$ cat config.mk
export PLATFORM = sky130hd
export DESIGN_NAME = sata_link_tx_framer
export DESIGN_NICKNAME = d
export VERILOG_FILES = /design/src/rtl/sata_link_pkg.sv /design/src/rtl/sata_crc32_step.sv /design/src/rtl/sata_link_tx_framer.sv
export SDC_FILE = /design/constraint.sdc
export NUM_CORES = 1
export LEC_CHECK = 0
export CAP_MARGIN = 10
export CORE_ASPECT_RATIO = 0.5
export CORE_UTILIZATION = 30
export CTS_BUF_LIST = sky130_fd_sc_hd__clkbuf_8
export CTS_CLUSTER_SIZE = 10
export DETAILED_ROUTE_END_ITERATION = 8
export PLACE_DENSITY_LB_ADDON = 0.15
export SLEW_MARGIN = 20
export SYNTH_ARGS = -nofsm -noshare
export SYNTH_HDL_FRONTEND = slang
export SYNTH_SLANG_ARGS = --single-unit
export TNS_END_PERCENT = 1
$ cat constraint.sdc
create_clock -name clk -period 10.1 [get_ports clk]
set_clock_uncertainty 0.15 [all_clocks]
set_input_delay 3.03 -clock clk [delete_from_list [all_inputs] [get_ports clk]]
set_output_delay 3.03 -clock clk [all_outputs]
set_load 0.03 [all_outputs]
$ cat src/rtl/sata_link_pkg.sv
// Shared constants and types for the SATA link-layer transmit path.
package sata_link_pkg;

  localparam int unsigned DATA_W  = 32;
  localparam int unsigned SCRAM_W = 16;

  localparam logic [DATA_W-1:0]  CRC_POLY   = 32'h04C11DB7;
  localparam logic [DATA_W-1:0]  CRC_INIT   = 32'h52325032;
  localparam logic [SCRAM_W-1:0] SCRAM_SEED = 16'hFFFF;
  // Galois feedback mask for x^16+x^15+x^13+x^4+1 (x^16 is the shift-out).
  localparam logic [SCRAM_W-1:0] SCRAM_TAPS = 16'hA011;

  typedef enum logic [1:0] {
    IDLE = 2'd0,
    DATA = 2'd1,
    CRC  = 2'd2
  } sata_tx_state_t;

endpackage

$ cat src/rtl/sata_crc32_step.sv
// One-clock CRC-32 update over a full 32-bit word, MSB first, non-reflected.
module sata_crc32_step
  import sata_link_pkg::*;
(
  input  logic [DATA_W-1:0] data,
  input  logic [DATA_W-1:0] crc,
  output logic [DATA_W-1:0] crc_next
);

  always_comb begin
    logic [DATA_W-1:0] c;
    c = crc;
    for (int i = int'(DATA_W) - 1; i >= 0; i--) begin
      if (c[DATA_W-1] ^ data[i]) c = (c << 1) ^ CRC_POLY;
      else                       c = c << 1;
    end
    crc_next = c;
  end

endmodule

$ cat src/rtl/sata_link_tx_framer.sv
// Link-layer TX framer: reads payload from a show-ahead FIFO, appends CRC-32,
// scrambles every word and hands it downstream through a one-word output register.
module sata_link_tx_framer
  import sata_link_pkg::*;
(
  input  logic              reset,
  input  logic              clk,
  input  logic [DATA_W-1:0] fifo_data,
  input  logic              fifo_eop,
  input  logic              fifo_empty,
  output logic              fifo_rdreq,
  output logic [DATA_W-1:0] tx_dat,
  output logic              tx_val,
  output logic              tx_eop,
  input  logic              tx_rdy,
  output logic              stat_frame_sent,
  output logic              stat_underrun
);

  sata_tx_state_t     state, state_next;
  logic [DATA_W-1:0]  crc, crc_step;
  logic [SCRAM_W-1:0] lfsr, lfsr_step;
  logic [DATA_W-1:0]  scram_word;
  logic               slot_free;
  logic               start, load_data, load_crc, underrun_c;

  assign slot_free = !tx_val || tx_rdy;

  sata_crc32_step u_crc (
    .data     (fifo_data),
    .crc      (crc),
    .crc_next (crc_step)
  );

  // Scrambler word: 32 serial LFSR steps, first output bit lands in bit 0.
  always_comb begin
    logic [SCRAM_W-1:0] s;
    s          = lfsr;
    scram_word = '0;
    for (int i = 0; i < int'(DATA_W); i++) begin
      scram_word[i] = s[SCRAM_W-1];
      s = s[SCRAM_W-1] ? ((s << 1) ^ SCRAM_TAPS) : (s << 1);
    end
    lfsr_step = s;
  end

  always_ff @(posedge clk or posedge reset) begin
    if (reset) state <= IDLE;
    else       state <= state_next;
  end

  always_comb begin
    state_next = state;
    fifo_rdreq = 1'b0;
    start      = 1'b0;
    load_data  = 1'b0;
    load_crc   = 1'b0;
    underrun_c = 1'b0;
    unique case (state)
      IDLE: begin
        if (!fifo_empty) begin
          start      = 1'b1;
          state_next = DATA;
        end
      end
      DATA: begin
        if (slot_free) begin
          if (!fifo_empty) begin
            fifo_rdreq = 1'b1;
            load_data  = 1'b1;
            if (fifo_eop) state_next = CRC;
          end else begin
            underrun_c = 1'b1;
          end
        end
      end
      CRC: begin
        if (slot_free) begin
          load_crc   = 1'b1;
          state_next = IDLE;
        end
      end
      default: state_next = IDLE;
    endcase
  end

  // Output register, running CRC and scrambler state; output holds while stalled.
  always_ff @(posedge clk or posedge reset) begin
    if (reset) begin
      tx_dat          <= '0;
      tx_val          <= 1'b0;
      tx_eop          <= 1'b0;
      crc             <= CRC_INIT;
      lfsr            <= SCRAM_SEED;
      stat_frame_sent <= 1'b0;
      stat_underrun   <= 1'b0;
    end else begin
      stat_frame_sent <= tx_val && tx_rdy && tx_eop;
      stat_underrun   <= underrun_c;
      if (start) begin
        crc  <= CRC_INIT;
        lfsr <= SCRAM_SEED;
      end
      if (load_data) begin
        crc    <= crc_step;
        tx_dat <= fifo_data ^ scram_word;
        tx_val <= 1'b1;
        tx_eop <= 1'b0;
        lfsr   <= lfsr_step;
      end else if (load_crc) begin
        tx_dat <= crc ^ scram_word;
        tx_val <= 1'b1;
        tx_eop <= 1'b1;
        lfsr   <= lfsr_step;
      end else if (slot_free) begin
        tx_val <= 1'b0;
        tx_eop <= 1'b0;
      end
    end
  end

endmodule

### Word-level counts from Yosys, hierarchy flattened

Index checks and enable logic that the tools add are counted.
W data, S select, Z words.

| word-level totals | value |
|---|---|
| flip-flop bits (word level) | 86 |
| bits in latches | 0 |
| RAM bits | 0 |
| ROM bits | 0 |
| input port bits | 37 |
| output and inout bits | 37 |
| word-level logic and storage cells | 213 |
| memories | 0 |

| operators by class | value |
|---|---|
| add/sub/neg operators | 0 |
| $mul | 0 |
| divide/modulo/power cells | 0 |
| order comparisons | 0 |
| eq/ne operators | 7 |
| shift-type cells | 0 |
| mux-type cells | 90 |
| bitwise operators | 98 |
| reduce and logical (&&, ||, !) cells | 10 |

Operators by type and width:

| operator | number |
|---|---|
| $mux W27 | 32 |
| $mux W16 | 35 |
| $not A14 Y14 | 32 |
| $mux W32 | 4 |
| $not A4 Y4 | 32 |
| $xor A32 B32 Y32 | 2 |
| $xor A1 B1 Y1 | 32 |
| $mux W1 | 13 |
| $mux W2 | 5 |
| $ne A2 B2 Y1 const B | 5 |
| $pmux W2 S3 | 1 |
| $reduce_bool A3 Y1 | 2 |
| $reduce_and A5 Y1 | 1 |
| $reduce_bool A2 Y1 | 2 |
| $eq A2 B1 Y1 const B | 1 |
| $eq A2 B2 Y1 const B | 1 |
| $logic_and A1 B1 Y1 | 2 |
| $logic_not A2 Y1 | 1 |
| $logic_not A1 Y1 | 1 |
| $logic_or A1 B1 Y1 | 1 |

### Logic depth before layout (Yosys ltp)

Gate-level depths: netlist (run 1).

| depth | value |
|---|---|
| word-level depth | 66 |
| depth in mapped cells | 10 |
| mapped depth without buffers | 9 |

### By module

Synthesis (run 1) repeated with hierarchy kept, for this count alone.

| unflattened totals | value |
|---|---|
| cell total of the unflattened synthesis | 737 |
| area total of the unflattened synthesis | 8939.8 µm² |

By module, submodules not included:

| module | times used | cells an instance | area each (µm²) | seq. area each (µm²) |
|---|---|---|---|---|
| sata_link_tx_framer | 1 | 454 | 5449.0 | 2185.8 |
| sata_crc32_step | 1 | 283 | 3490.8 | 0.0 |

### Least setup slack after synthesis (run 1)

OpenSTA, ideal clock, no wires.

| path | value |
|---|---|
| kind | input to output |
| start | input port tx_rdy |
| end | output port fifo_rdreq |
| data arrival time | 4.365 ns |
| data required time | 6.920 ns |
| slack | 2.555 ns |
| stages | 5 |
| path buffers | 2 |
| path through | nand2b_1 -> nand3_1 -> clkbuf_1 -> buf_1 -> inv_2 |

| on the way | value |
|---|---|
| cells in the longest elaborated chain, start to end | 3 |

Ends and longest elaborated chain:

| item | RTL line | text |
|---|---|---|
| from (decl) | sata_link_tx_framer.sv:15 | `input logic tx_rdy,` |
| $logic_or A1 B1 Y1 | sata_link_tx_framer.sv:27 | `assign slot_free = !tx_val \|\| tx_rdy;` |
| $mux W1 | sata_link_tx_framer.sv:67 | `if (slot_free) begin` |
| $mux W1 | sata_link_tx_framer.sv:59 | `unique case (state)` |
| to (decl) | sata_link_tx_framer.sv:11 | `output logic fifo_rdreq,` |

Every way passes these cells.

### Worst setup path in the final report (run 1)

| path | value |
|---|---|
| start | input port fifo_empty |
| end | output port fifo_rdreq |

| on the way | value |
|---|---|
| cells in the longest elaborated chain, start to end | 3 |

Ends and longest elaborated chain:

| item | RTL line | text |
|---|---|---|
| from (decl) | sata_link_tx_framer.sv:10 | `input logic fifo_empty,` |
| $mux W1 | sata_link_tx_framer.sv:68 | `if (!fifo_empty) begin` |
| $mux W1 | sata_link_tx_framer.sv:67 |  |
| $mux W1 | sata_link_tx_framer.sv:59 |  |

Every way passes these cells.

==> flow_summary_export.csv, run 1 <==
group,metric,value,unit
final_layout,nNetsFinal,828,
worst_setup_path,critPathArrivalTime,4840,ps
clock_tree,hold_buffers,0,
synth,synth_fp_nets,764,
timing,rsz0062_at_grt,"no",
floorplanning,coreArea,26500,sq um
worst_setup_path,path_max_fanout,10,
timing,post-route-period-util,79.4,%
worst_setup_path,crit_cells,5,
clock_tree,clk_path_buf_depth,2,
floorplanning,die_y,119,um
floorplanning,die_w,235,um
worst_setup_path,cp_slowest_cell,"clkdlybuf4s50_1",
synth,syn_inst,727,
clock_tree,clockRootBuffer,"clkbuf_8",
floorplanning,num_rows,42,
route,vias,5122,
synth,synth-async-reset-ratio,100,%
synth,seq_area_frac_synth,26.8,%
timing,hold_viol,0,
synth,synth_area_leaders,"xnor2_1 (24%), dfrtp_1 (18%), xnor3_1 (16%)",
worst_setup_path,endpoint,"fifo_rdreq",
global_route,grt_pass1_vias,5413,
clock_tree,cts_sinks,86,
flow_run,maxCapViolCount,0,
worst_setup_path,slowest_delay,710,ps
hold_path,hold_path_class,"reg -> reg",
worst_setup_path,r2r-end,"crc[13]",
global_route,antenna_found_initial,0,
floorplanning,die_area,27900,sq um
global_route,grt_max_degree,66,
floorplanning,start_util,30.7,%
timing,fin_hold_ws,343,ps
worst_setup_path,path_class,"in -> out",
clock_tree,cts_tree,"yes",
synth,synth_most_common_cell,"xnor2_1",
worst_setup_path,reg2reg_slack,5650,ps
synth,netlist_area,8150,sq um
placement,post-dp-hpwl,19.1,mm
synth,yosys_warnings,0,
route,drt_iter0_drc,380,
route,totalWireLength,23.9,mm
timing,drv_slew,0,
route,ant_nets,0,
route,via_per_inst,4.46,
route,drc,0,
clock_tree,cts_buffers,9,
global_route,grt_pass1_wl,36.1,mm
route,wl_per_cell,20.8,um
synth,synth-edff-count,0,
route,dr.pass1.iters,4,
synth,synth_commonest_cells,"xnor2_1 (221), xor2_1 (90), nand2_1 (64), dfrtp_1 (59), xnor3_1 (57)",
placement,gp_congestion,0.815,
clock_tree,cts_resized,0,
worst_setup_path,startpoint_type,"primary input",
worst_setup_path,cp-startpoint,"fifo_empty",
worst_setup_path,worstPathRequired,6920,ps
worst_setup_path,endpoint_kind,"output pin",
timing,finalSetupTns,0,ps
final_layout,drive_gt1_share,9.92,%
worst_setup_path,critPathBufInv,3,
synth,synth_seq_cells,86,
clock_tree,cts_max_level,3,
synth,synth-main-ff-cell,"dfrtp_1",
final_layout,antenna_cells,0,
timing,period_minus_slack,8020,ps
global_route,overflow,0,
run_status,status,"finished, final reports clean",
clock_tree,clk_pin_slew,90,ps
timing,maxSlewHeadroom,35.0,%
timing,max_freq,125,MHz
worst_setup_path,crit_path_frequent_cell,"clkdlybuf4s50_1",
timing,setup_viol,0,
synth,synth_area_per_cell,11.2,sq um
worst_setup_path,r2r_cells,8,
clock_tree,postCtsSetupRepairBufs,0,
timing,worst_slew_pin_slew,973,ps
synth,synth_top_area_share,23.8,%
worst_setup_path,path_cells,"clkdlybuf4s50_1, nor2_1, nand3_2, inv_2, clkdlybuf4s50_1",
synth,synth_area_leader_cell,"xnor2_1",
clock_tree,worstSkewPairLatency,390,ps
synth,ys_types,32,
floorplanning,ios,74,
worst_setup_path,path_delay_family,"buffers and inverters",
final_layout,area_growth,16.6,%
placement,port_buffers,73,
final_layout,fillers,2603,
global_route,grt_usage,17.8,%
worst_setup_path,worstReg2RegStart,"crc[31]",
-- metal layers --
layer | vias up | track usage (%) | share of wire, %
li1 | 2497 | - | -
met1 | 2550 | 26.6 | 51
met2 | 63 | 27.9 | 45
met4 | 0 | 2.84 | 0.63
met3 | 12 | 1.96 | 3.2
met5 | - | 0 | 0
-- how the worst min path moves through the flow --
stage               startpoint    endpoint  slack (ps)  depth (start not counted)
floorplan             state[1]    state[0]         300                          1
global placement    tx_dat[21]  tx_dat[21]         320                          2
detailed placement  tx_dat[18]  tx_dat[18]         330                          2
CTS                 tx_dat[18]  tx_dat[18]         350                          2
global route        tx_dat[12]  tx_dat[12]         370                          2
finish              tx_dat[18]  tx_dat[18]         340                          2
-- final cells by class --
| class | count | area (sq um) | share of cell area [%] |
|---|---|---|---|
| clock inverters | 6 | 92.6 | 0.974 |
| clock buffers | 10 | 138 | 1.45 |
| inverters | 2 | 8.76 | 0.0922 |
| multi-input cells | 613 | 5860 | 61.7 |
| repair buffers | 79 | 776 | 8.16 |
| well taps | 352 | 440 | 4.63 |
| flip-flops and latches | 86 | 2190 | 23.0 |
-- sequential cells by signal, summed over array words and instances (netlist names) --
| register | cells |
|---|---|
| state | 2 |
| stat_frame_sent | 1 |
| stat_underrun | 1 |
| tx_eop | 1 |
| tx_val | 1 |
| lfsr | 16 |
| tx_dat | 32 |
| crc | 32 |
-- placed cells by master (no fill, tap or decap), types with 2 or more instances in the layout --
master,count
o21ai_0,49
o21ai_1,4
clkbuf_8,10
xnor3_2,8
buf_4,6
xnor2_2,9
nand2_1,64
dfstp_2,27
o22a_1,6
nand2b_1,2
xnor2_4,5
xor2_1,90
dfrtp_1,59
bufinv_16,2
clkdlybuf4s50_1,73
xor2_2,5
nor2_1,24
xnor2_1,221
a21oi_1,22
mux2i_1,32
xor3_1,6
xnor3_1,57
-- per-stage QoR --
| stage | util [%] | std cells | cell area, sq um | setup WS [ps] |
|---|---|---|---|---|
| 2_1_floorplan | - | 727 | 8150 | 2550 |
| 3_3_place_gp | 34.9 | 1132 | 9270 | 2140 |
| 3_5_place_dp | 34.9 | 1132 | 9270 | 2090 |
| 4_1_cts | 35.8 | 1148 | 9500 | 2080 |
| 5_1_grt | 35.8 | 1148 | 9500 | 1990 |
| 6_report | 35.8 | 1148 | 9500 | 2080 |
-- worst register-to-register path: stages (launching register included) --
cell	delay, ps
dfrtp_1	460
xnor2_4	460
xnor3_2	630
xnor2_1	560
xnor3_1	600
xnor2_4	360
xor2_2	410
xnor3_1	570
o21ai_0	170
-- kinds of logic (layout without fill, tap and decap cells) --
family	Yosys count	in the layout	share of synthesized area [%]
XOR/XNOR	401	401	57.7
AND/OR/NAND/NOR	97	97	4.74
flip-flops	86	86	26.8
AO/OA/AOI/OAI	83	83	5.42
multiplexers	32	32	3.93
buffers and inverters	28	97	1.34
Power of run 1 is not shown: default switching activity piles up to over one toggle a cycle in this logic, so the estimate is an artifact.
==> run 2: changes to the inputs <==
==> constraint.sdc (replaced) <==
create_clock -name clk -period 8.1 [get_ports clk]
set_clock_uncertainty 0.15 [all_clocks]
set_input_delay 2.43 -clock clk [delete_from_list [all_inputs] [get_ports clk]]
set_output_delay 2.43 -clock clk [all_outputs]
set_load 0.03 [all_outputs]
==> run 2 against run 1 <==
First-iteration DRC count down 33%. Count of clock-buffer cells in the layout is 1 higher. Register-to-register slack got worse by 2200 ps. Wire length grew 0.88%. Utilization fell by 0.11 points. Final area fell by 0.32%. Sequential share of layout area is 0.073 points higher. Via count increased by 0.66%. Die area unchanged. Critical endpoint unchanged.
==> flow_summary_export.csv, run 2 (synthesis results as in run 1) <==
group,metric,value,unit
run_status,status,"finished, final reports clean",
clock_tree,postCtsSetupRepairBufs,0,
placement,gp_congestion,0.841,
route,ant_nets,0,
timing,drv_slew,0,
placement,post-dp-hpwl,19.3,mm
clock_tree,hold_buffers,0,
final_layout,final_area,9470,sq um
final_layout,antenna_cells,0,
timing,post-route-period-util,84.5,%
worst_setup_path,slowest_delay,720,ps
clock_tree,cts_resized,0,
worst_setup_path,path_class,"in -> out",
global_route,overflow,0,
worst_setup_path,path_max_fanout,10,
worst_setup_path,path_delay_family,"buffers and inverters",
placement,port_buffers,73,
worst_setup_path,startpoint_type,"primary input",
worst_setup_path,critPathBufInv,3,
final_layout,largest_registers,"crc x32, tx_dat x32, lfsr x16",
route,dr.pass1.iters,4,
worst_setup_path,r2r_cells,9,
hold_path,hp-start,"tx_dat[2]",
flow_run,maxCapViolCount,0,
timing,setup_viol,0,
worst_setup_path,endpoint,"fifo_rdreq",
floorplanning,num_rows,42,
timing,maxSlewHeadroom,36.1,%
worst_setup_path,path_cells,"clkdlybuf4s50_1, nor2_1, nand3_2, inv_2, clkdlybuf4s50_1",
final_layout,most-common-layout-cells,"xnor2_1 (221), xor2_1 (90), clkdlybuf4s50_1 (73)",
timing,period_minus_slack,6840,ps
worst_setup_path,cp_slowest_cell,"clkdlybuf4s50_1",
worst_setup_path,cp-startpoint,"fifo_empty",
clock_tree,cts_sinks,86,
worst_setup_path,crit_cells,5,
global_route,grt_usage,18.0,%
final_layout,drive_gt1_share,9.81,%
worst_setup_path,worstPathRequired,5520,ps
clock_tree,cts_max_level,3,
timing,finalSetupTns,0,ps
global_route,grt_pass1_vias,5366,
clock_tree,cts_tree,"yes",
global_route,grt_pass1_wl,36.1,mm
clock_tree,clockRootBuffer,"clkbuf_8",
global_route,antenna_found_initial,0,
floorplanning,coreArea,26500,sq um
floorplanning,start_util,30.7,%
route,totalWireLength,24.1,mm
timing,rsz0062_at_grt,"no",
route,vias,5156,
placement,postPlaceCellArea,9260,sq um
worst_setup_path,endpoint_kind,"output pin",
route,drc,0,
floorplanning,die_w,235,um
clock_tree,cts_buffers,9,
final_layout,nNetsFinal,827,
route,wl_per_cell,21.0,um
worst_setup_path,crit_path_frequent_cell,"clkdlybuf4s50_1",
worst_setup_path,critPathArrivalTime,4260,ps
clock_tree,clk_pin_slew,90,ps
route,drt_iter0_drc,254,
timing,worst_slew_pin_slew,952,ps
hold_path,hold_path_class,"reg -> reg",
floorplanning,die_area,27900,sq um
clock_tree,worstSkewPairLatency,410,ps
final_layout,area_growth,16.2,%
floorplanning,die_y,119,um
timing,hold_viol,0,
route,via_per_inst,4.50,
worst_setup_path,worstReg2RegStart,"crc[26]",
floorplanning,ios,74,
timing,fin_hold_ws,337,ps
final_layout,fillers,2628,
timing,max_freq,146,MHz
final_layout,layout_commonest_cell,"xnor2_1",
worst_setup_path,reg2reg_slack,3490,ps
global_route,grt_max_degree,66,
clock_tree,clk_path_buf_depth,2,
worst_setup_path,r2r-end,"crc[15]",
## run 2: how the worst min path moves through the flow
stage | to | slack, ps | cells past startpoint
after CTS | stat_underrun | 340 | 1
after floorplan | state[0] | 300 | 1
after global routing | stat_underrun | 350 | 1
after global placement | tx_dat[21] | 310 | 2
final | tx_dat[2] | 340 | 2
after detailed placement | tx_dat[8] | 320 | 2
## run 2: tightest hold or removal path, delay by kind of cell (launching register included)
family | cells | cell delay [ps]
DFF | 1 | 350
and+or+nand+nor | 1 | 40
AOI/OAI and AO/OA | 1 | 60
## run 2: final cells by class
class / count / area (sq um) / area share (%)
multi-input cells: 613 / 5860 / 61.9
clock buffers: 11 / 151 / 1.60
flip-flops and latches: 86 / 2190 / 23.1
inverters: 2 / 8.76 / 0.0925
well taps: 352 / 440 / 4.65
clock inverters: 5 / 56.3 / 0.594
repair buffers: 78 / 768 / 8.11
## run 2: metal layers
layer / vias to the layer above / track usage, % / share of wire [%]
met4: 0 / 3.82 / 1.1
met5: - / 0 / 0
met3: 15 / 2.87 / 5.1
met1: 2570 / 25.7 / 47
met2: 70 / 28.8 / 47
li1: 2501 / - / -
## run 2: metrics by stage
stage	setup WS [ps]	instances	util, %
after detailed placement	1090	1131	34.9
after CTS	1220	1147	35.7
after global routing	1180	1147	35.7
after floorplan	1750	727	-
final	1260	1147	35.7
after global placement	1060	1131	34.9
Power of run 2 is left out for the same reason.
